## src/rtl/jtag_tap_core.sv

```systemverilog
// jtag_tap_core: JTAG TAP controller with IR, BYPASS/IDCODE/USER data
// registers and the TDI/TDO serial path, clocked on tck.
//
// state  | meaning
// -------+------------------------------------------------
// TLR  F | test-logic-reset, ir forced to IDCODE
// RTI  C | run-test/idle
// SEL_DR 7 | select DR scan
// CAP_DR 6 | selected DR loads its capture value
// SH_DR  2 | selected DR shifts right, tdi into MSB
// EX1_DR 1 | exit1 DR
// PA_DR  3 | pause DR, shift contents held
// EX2_DR 0 | exit2 DR
// UPD_DR 5 | USER DR copied to user_dout when selected
// SEL_IR 4 | select IR scan
// CAP_IR E | ir_sr loads ...01
// SH_IR  A | ir_sr shifts right, tdi into MSB
// EX1_IR 9 | exit1 IR
// PA_IR  B | pause IR
// EX2_IR 8 | exit2 IR
// UPD_IR D | ir loads ir_sr
module jtag_tap_core #(
   parameter int                  IR_WIDTH    = 4,
   parameter int                  DR_WIDTH    = 16,
   parameter logic [31:0]         IDCODE_VAL  = 32'h1FC0_0A53,
   parameter logic [IR_WIDTH-1:0] IDCODE_INSN = IR_WIDTH'(4'h1),
   parameter logic [IR_WIDTH-1:0] USER_INSN   = IR_WIDTH'(4'h8)
) (
   input  logic                tck,
   input  logic                por,
   input  logic                tms,
   input  logic                tdi,
   output logic                tdo,
   output logic                tdo_en,
   output logic [3:0]          state,
   output logic [IR_WIDTH-1:0] ir,
   input  logic [DR_WIDTH-1:0] user_din,
   output logic [DR_WIDTH-1:0] user_dout,
   output logic                user_capture,
   output logic                user_update,
   output logic                sel_user
);

   typedef enum logic [3:0] {
      TLR    = 4'hF, RTI    = 4'hC, SEL_DR = 4'h7, CAP_DR = 4'h6,
      SH_DR  = 4'h2, EX1_DR = 4'h1, PA_DR  = 4'h3, EX2_DR = 4'h0,
      UPD_DR = 4'h5, SEL_IR = 4'h4, CAP_IR = 4'hE, SH_IR  = 4'hA,
      EX1_IR = 4'h9, PA_IR  = 4'hB, EX2_IR = 4'h8, UPD_IR = 4'hD
   } tap_state_e;

   tap_state_e          state_q, state_d;
   logic [IR_WIDTH-1:0] ir_q, ir_sr_q, ir_sr_shift;
   logic                bypass_q;
   logic [31:0]         id_sr_q;
   logic [DR_WIDTH-1:0] user_sr_q, user_sr_shift, user_dout_q;
   logic                user_capture_q, user_update_q;
   logic                sel_user_w, sel_idcode_w;

   assign sel_user_w    = (ir_q == USER_INSN);
   assign sel_idcode_w  = (ir_q == IDCODE_INSN);
   // Written as shift-and-or so one-bit USER registers need no special case.
   assign ir_sr_shift   = (ir_sr_q >> 1) | (IR_WIDTH'(tdi) << (IR_WIDTH - 1));
   assign user_sr_shift = (user_sr_q >> 1) | (DR_WIDTH'(tdi) << (DR_WIDTH - 1));

   assign state        = state_q;
   assign ir           = ir_q;
   assign sel_user     = sel_user_w;
   assign user_dout    = user_dout_q;
   assign user_capture = user_capture_q;
   assign user_update  = user_update_q;
   assign tdo_en       = (state_q == SH_IR) || (state_q == SH_DR);

   // IEEE 1149.1 TMS-driven next-state function
   always_comb begin
      state_d = state_q;
      case (state_q)
         TLR:    state_d = tms ? TLR    : RTI;
         RTI:    state_d = tms ? SEL_DR : RTI;
         SEL_DR: state_d = tms ? SEL_IR : CAP_DR;
         CAP_DR: state_d = tms ? EX1_DR : SH_DR;
         SH_DR:  state_d = tms ? EX1_DR : SH_DR;
         EX1_DR: state_d = tms ? UPD_DR : PA_DR;
         PA_DR:  state_d = tms ? EX2_DR : PA_DR;
         EX2_DR: state_d = tms ? UPD_DR : SH_DR;
         UPD_DR: state_d = tms ? SEL_DR : RTI;
         SEL_IR: state_d = tms ? TLR    : CAP_IR;
         CAP_IR: state_d = tms ? EX1_IR : SH_IR;
         SH_IR:  state_d = tms ? EX1_IR : SH_IR;
         EX1_IR: state_d = tms ? UPD_IR : PA_IR;
         PA_IR:  state_d = tms ? EX2_IR : PA_IR;
         EX2_IR: state_d = tms ? UPD_IR : SH_IR;
         UPD_IR: state_d = tms ? SEL_DR : RTI;
         default: state_d = TLR;
      endcase
   end

   // Serial output mux: LSB of whichever register is being shifted
   always_comb begin
      tdo = 1'b0;
      if (state_q == SH_IR) begin
         tdo = ir_sr_q[0];
      end else if (state_q == SH_DR) begin
         if (sel_user_w)        tdo = user_sr_q[0];
         else if (sel_idcode_w) tdo = id_sr_q[0];
         else                   tdo = bypass_q;
      end
   end

   // State register plus the registered USER capture/update pulses
   always_ff @(posedge tck) begin
      if (por) begin
         state_q        <= TLR;
         user_capture_q <= 1'b0;
         user_update_q  <= 1'b0;
      end else begin
         state_q        <= state_d;
         user_capture_q <= (state_q == CAP_DR) && sel_user_w;
         user_update_q  <= (state_q == UPD_DR) && sel_user_w;
      end
   end

   // Instruction and data registers: capture, shift, update
   always_ff @(posedge tck) begin
      if (por) begin
         ir_q        <= IDCODE_INSN;
         ir_sr_q     <= '0;
         bypass_q    <= 1'b0;
         id_sr_q     <= '0;
         user_sr_q   <= '0;
         user_dout_q <= '0;
      end else begin
         case (state_q)
            TLR:    ir_q    <= IDCODE_INSN;
            CAP_IR: ir_sr_q <= IR_WIDTH'(2'b01);
            SH_IR:  ir_sr_q <= ir_sr_shift;
            UPD_IR: ir_q    <= ir_sr_q;
            CAP_DR: begin
               if (sel_user_w)        user_sr_q <= user_din;
               else if (sel_idcode_w) id_sr_q   <= IDCODE_VAL;
               else                   bypass_q  <= 1'b0;
            end
            SH_DR: begin
               if (sel_user_w)        user_sr_q <= user_sr_shift;
               else if (sel_idcode_w) id_sr_q   <= {tdi, id_sr_q[31:1]};
               else                   bypass_q  <= tdi;
            end
            UPD_DR: if (sel_user_w) user_dout_q <= user_sr_q;
            default: ;
         endcase
      end
   end

endmodule

```

## config.mk

```make
export PLATFORM = sky130hd
export DESIGN_NAME = jtag_tap_core
export DESIGN_NICKNAME = d
export VERILOG_FILES = /design/src/rtl/jtag_tap_core.sv
export SDC_FILE = /design/constraint.sdc
export NUM_CORES = 1
export LEC_CHECK = 0
export CORE_MARGIN = 2
export CORE_UTILIZATION = 44
export DETAILED_ROUTE_END_ITERATION = 8
export PLACE_DENSITY = 0.77
export SYNTH_ARGS = -nofsm -noshare
export SYNTH_HDL_FRONTEND = slang
export SYNTH_SLANG_ARGS = --single-unit
```

## constraint.sdc

```tcl
create_clock -name tck -period 5.4 [get_ports tck]
set_input_delay 1.08 -clock tck [delete_from_list [all_inputs] [get_ports tck]]
set_output_delay 1.08 -clock tck [all_outputs]
set_load 0.005 [all_outputs]
```

==> results.sh, run 1 <==
export IMPL_fin_crit_sh_pct=59.4
export IMPL_hold_class="flop to flop"
export IMPL_finalSetupViolCount=0
export IMPL_drc_errors=0
export IMPL_wl_per_cell_um=12.9
export IMPL_ir_drop_v=0.000155
export IMPL_dp_slack_ns=2.56
export IMPL_place_gp_congestion=0.841
export IMPL_rsz0062_at_grt="no"
export IMPL_drv_slew=0
export IMPL_synth_distinct_cells=36
export IMPL_clkTransAtPathRegs_ns=0.07
export IMPL_grt_pass1_wl_um=10900
export IMPL_synth_seq_cells=79
export IMPL_grt_antenna_before_repair=0
export IMPL_cp_required_ns=4.32
export IMPL_numCtsBuffers=9
export IMPL_track_usage_pct=17.2
export IMPL_cts_resized_gates=0
export IMPL_status="finished, final reports clean"
export IMPL_placed_cells=477
export IMPL_dr_pass1_iters=4
export IMPL_core_rowCount=31
export IMPL_grt_max_degree=63
export IMPL_cts_buffer_depth=2
export IMPL_syn_area_per_cell_um2=8.93
export IMPL_die_x_um=89.2
export IMPL_powerDensity_nw_per_um2=292
export IMPL_final_util_pct=54.2
export IMPL_max_freq_ghz=0.312
export IMPL_fin_crit_ns=3.21
export IMPL_gr_total_overflow=0
export IMPL_clkLatencyLatePin_ns=0.34
export IMPL_finalSetupTns_ns=0
export IMPL_wl_um=6320
export IMPL_layout_common_cells="dfxtp_1 (78), nor2_1 (54), clkdlybuf4s50_1 (47)"
export IMPL_cp_arrival_ns=2.13
export IMPL_fin_cells=491
export IMPL_nets=409
export IMPL_drtIter0Drc=184
export IMPL_cp_start_kind="flop"
export IMPL_fin_skew_ns=0.00422
export IMPL_drv_cap=0
export IMPL_relSlewSlack_pct=25.4
export IMPL_n_antenna_cell=0
export IMPL_cts_tree="yes"
export IMPL_hpwl_um=3960
export IMPL_layout_commonest_cell="dfxtp_1"
export IMPL_post_cts_setup_buffers=0
export IMPL_area_growth_pct=21.1
export IMPL_netlist_instances=358
export IMPL_path_max_fanout=9
export IMPL_initial_core_util_pct=44.8
export IMPL_worst_pin_slew_ns=1.12
export IMPL_via_per_inst=5.25
export IMPL_core_area_um2=7140
export IMPL_hold_viol=0
export IMPL_cts_sinks=79
export IMPL_num_io_pins=49
export IMPL_synth_seq_area_share_pct=49.5
export IMPL_dr_total_vias=2576
export IMPL_yosys_warnings=0
export IMPL_htreeDepth=3
export IMPL_worst_setup_path_type="flop to output port"
export IMPL_syn_area_um2=3200
export IMPL_cts_root_buf="clkbuf_8"
export IMPL_fin_ws_ns=2.19
export IMPL_drive_gt1_share_pct=5.87
export IMPL_seq_area_um2=1580
export IMPL_p_leak_nw=1.50
export IMPL_postRouteAntennaNets=0
export IMPL_grt_pass1_vias=2376
export IMPL_die_h_um=89.2
export IMPL_cts_hold_buf=0
export IMPL_crit_path_end_kind="output port"
export IMPL_numPortBuffers=48
export IMPL_multi_input_area_um2=1460
export IMPL_syn_nets=378
export IMPL_n_fill_cell=668
export IMPL_die_area_um2=7960
[Yosys cell counts, drive strengths merged]
cell	n	share of area (%)
o21bai	2	0.47
nor3b	4	0.94
a21oi	29	4.5
a31oi	1	0.20
and4b	1	0.31
and3	1	0.20
o21a	2	0.47
nand2	27	3.2
xor2	1	0.27
nor4	1	0.20
nor2b	3	0.59
dfxtp	79	49
or4	1	0.35
nand3	3	0.47
nand2b	2	0.39
o22ai	1	0.20
nor2	55	6.5
a2111o	1	0.35
inv	4	0.47
nand3b	18	4.2
o221ai	1	0.27
a211oi	15	3.5
mux2i	33	10
or4b	1	0.43
or3b	1	0.27
nor3	31	4.9
a211o	2	0.55
o21ai	2	0.31
a2111oi	1	0.27
nand4b	3	0.82
buf	5	1.3
nor4b	1	0.27
clkbuf	26	3.1
[metal layers]
metal / part of all wire, % / up-vias / track usage, %
met5: 0 / - / 0
met4: 1.3 / 0 / 7.19
met3: 5.3 / 9 / 4.62
met2: 47 / 52 / 26.4
met1: 47 / 1208 / 23.0
li1: - / 1307 / -
[state kept, by name, summed over array words and instances (netlist names)]
register	count
ir_sr_q	4
user_update	1
user_capture	1
state	4
ir	4
id_sr_q	32
bypass_q	1
user_sr_q	16
user_dout	16
[cell type report]
class                   instances  area share (%)
flip-flops and latches         79            40.9
multi-input cells             244            37.8
repair buffers                 51            12.9
clock buffers                  10            3.56
well taps                      99            3.20
clock inverters                 4            1.23
inverters                       4           0.388
[worst max-delay path: stages, from the launching register on]
cell and delay, ns:
dfxtp_1 0.48, or4b_4 0.56, o221ai_1 0.19, o21ai_0 0.11
clkdlybuf4s50_1 0.45
[through the flow]
step	hold slack, ns	area, µm²	total power, mW
floorplan	0.432	3200	0.689
global placement	0.440	3680	0.724
detailed placement	0.445	3680	0.726
CTS	0.454	3870	1.14
global route	0.471	3870	1.18
finish	0.452	3870	1.13
[where the power goes]
part           switching (mW)  internal (mW)
Sequential             0.0150          0.592
Clock                   0.197          0.219
Combinational          0.0554         0.0497
[cell families (layout without fill, tap and decap cells)]
logic type	after synthesis	after routing	synth area share, %
XOR/XNOR	1	1	0.274
buffers and inverters	35	69	4.78
flip-flops	79	79	49.5
AO/OA/AOI/OAI	57	57	11.2
multiplexers	33	33	10.3
AND/OR/NAND/NOR	153	153	24.0
[worst paths after layout]
kind,cells past startpoint,endpoint,slack [ns],startpoint
worst max-delay path,4,tdo,2.19,ir[3]
worst min-delay path,2,id_sr_q[10],0.45,id_sr_q[10]
worst max register to register,4,user_sr_q[14],3.02,state[1]
worst min register to register,2,id_sr_q[10],0.45,id_sr_q[10]
Note: power is estimated with default switching activity, not from simulation.
==> run 2: changes to the inputs <==
- clock period: 5.4 -> 2.95 ns (I/O delays scaled with it)
==> run 2 against run 1 <==
- register-to-register slack got worse by 2.2 ns
- wire length rose by 6.5%
- via count rose by 1.5%
- clock-buffer cell count rose by 1
- utilization rose by 0.39 points
- clock skew rose by 0.0034 ns
- first-iteration DRC count rose by 28%
- total power rose by 87%
- setup slack got worse by 2.0 ns
- critical endpoint unchanged
- largest cell class unchanged
- largest power group unchanged
==> results.sh, run 2 (same netlist as run 1, synthesis figures left out) <==
export IMPL_fin_crit_ns=2.71
export IMPL_initial_core_util_pct=44.8
export IMPL_relSlewSlack_pct=32.6
export IMPL_track_usage_pct=18.3
export IMPL_cts_buffer_depth=2
export IMPL_finalSetupTns_ns=0
export IMPL_die_area_um2=7960
export IMPL_dp_slack_ns=0.608
export IMPL_clkLatencyLatePin_ns=0.34
export IMPL_wl_um=6730
export IMPL_gr_total_overflow=0
export IMPL_cts_root_buf="clkbuf_8"
export IMPL_fin_crit_sh_pct=91.8
export IMPL_worst_pin_slew_ns=1.01
export IMPL_path_max_fanout=9
export IMPL_hold_viol=0
export IMPL_grt_max_degree=59
export IMPL_hold_slack_ns=0.453
export IMPL_placed_area_um2=3700
export IMPL_p_seq_share_pct=52.9
export IMPL_crit_slowest_cell="or4b_4"
export IMPL_rsz0062_at_grt="no"
export IMPL_post_cts_setup_buffers=0
export IMPL_grt_pass1_vias=2607
export IMPL_postRouteAntennaNets=0
export IMPL_intPower_mw=1.59
export IMPL_cts_tree="yes"
export IMPL_cp_arrival_ns=2.12
export IMPL_worst_setup_path_type="flop to output port"
export IMPL_finalSetupViolCount=0
export IMPL_hold_class="flop to flop"
export IMPL_clkTransAtPathRegs_ns=0.08
export IMPL_drv_slew=0
export IMPL_dr_total_vias=2614
export IMPL_die_h_um=89.2
export IMPL_htreeDepth=3
export IMPL_die_x_um=89.2
export IMPL_drtIter0Drc=236
export IMPL_pwr_share_clk_pct=38.2
export IMPL_numPortBuffers=48
export IMPL_dr_pass1_iters=4
export IMPL_finalPower_mw=2.11
export IMPL_powerDensity_nw_per_um2=542
export IMPL_grt_pass1_wl_um=11500
export IMPL_placed_cells=479
export IMPL_combinationalPowerShare_pct=8.9
export IMPL_largest_reg_flops=32
export IMPL_num_io_pins=49
export IMPL_core_area_um2=7140
export IMPL_cts_hold_buf=0
export IMPL_largest_register="id_sr_q"
export IMPL_drive_gt1_share_pct=6.57
export IMPL_postLayoutCellArea_um2=3900
export IMPL_wl_per_cell_um=13.6
export IMPL_n_antenna_cell=0
export IMPL_drv_cap=0
export IMPL_nets=411
export IMPL_fin_skew_ns=0.00757
export IMPL_slowest_delay_ns=0.56
export IMPL_power_switching_mw=0.523
export IMPL_place_gp_congestion=0.845
export IMPL_ir_drop_v=0.000408
export IMPL_grt_antenna_before_repair=0
export IMPL_swShare_pct=24.8
export IMPL_cp_required_ns=2.36
export IMPL_numCtsBuffers=9
export IMPL_fin_ws_ns=0.241
export IMPL_crit_path_end_kind="output port"
export IMPL_fin_cells=495
export IMPL_final_util_pct=54.6
export IMPL_cts_sinks=79
export IMPL_via_per_inst=5.28
export IMPL_layout_common_cells="dfxtp_1 (78), nor2_1 (54), clkdlybuf4s50_1 (47)"
export IMPL_crit_chain="or4b_4, o221ai_1, o21ai_0, clkdlybuf4s50_1"
export IMPL_drc_errors=0
export IMPL_cts_resized_gates=0
export IMPL_layout_commonest_cell="dfxtp_1"
export IMPL_area_growth_pct=21.9
export IMPL_p_leak_nw=1.52
export IMPL_status="finished, final reports clean"
export IMPL_max_freq_ghz=0.369
export IMPL_core_rowCount=31
export IMPL_cp_start_kind="flop"
export IMPL_hpwl_um=4240
-- run 2: changes by cell type in the layout (fill, tap and decap cells not counted) --
cell,previous run,this run
clkbuf_1,0,1
inv_6,0,1
buf_4,3,5
-- run 2: final timing paths --
kind	slack, ns	start	end	cells after the start
setup / recovery	0.24	ir[3]	tdo	4
hold / removal	0.45	id_sr_q[20]	id_sr_q[20]	2
setup reg to reg	0.81	ir[3]	user_dout[13]	4
hold reg to reg	0.45	id_sr_q[20]	id_sr_q[20]	2
-- run 2: per-layer routing --
| metal | track usage [%] | vias up | share of wire [%] |
|---|---|---|---|
| met5 | 0 | - | 0 |
| met4 | 7.87 | 0 | 1.5 |
| met3 | 5.26 | 11 | 5.1 |
| met2 | 30.9 | 60 | 48 |
| met1 | 21.8 | 1232 | 45 |
| li1 | - | 1311 | - |
-- run 2: area by class of cell --
type                    instances  area [µm²]
well taps                      99         124
inverters                       4        15.0
fillers                       672        3240
multi-input cells             244        1460
clock buffers                  11         141
repair buffers                 53         513
flip-flops and latches         79        1580
clock inverters                 5        56.3
-- run 2: power groups by stage --
| stage | clock (mW) | sequential, mW | combinational (mW) |
|---|---|---|---|
| after floorplan | 0 | 1.12 | 0.139 |
| after global placement | 0 | 1.14 | 0.184 |
| after detailed placement | 0 | 1.14 | 0.187 |
| after CTS | 0.822 | 1.12 | 0.189 |
| after global routing | 0.866 | 1.12 | 0.206 |
| final | 0.807 | 1.12 | 0.188 |
-- run 2: worst max-delay path: cells and delay by family, from the launching register on --
| family | cells | cell delay (ns) |
|---|---|---|
| AND/OR/NAND/NOR | 1 | 0.56 |
| flip-flops | 1 | 0.47 |
| buffers and inverters | 1 | 0.45 |
| AO/OA/AOI/OAI | 2 | 0.30 |
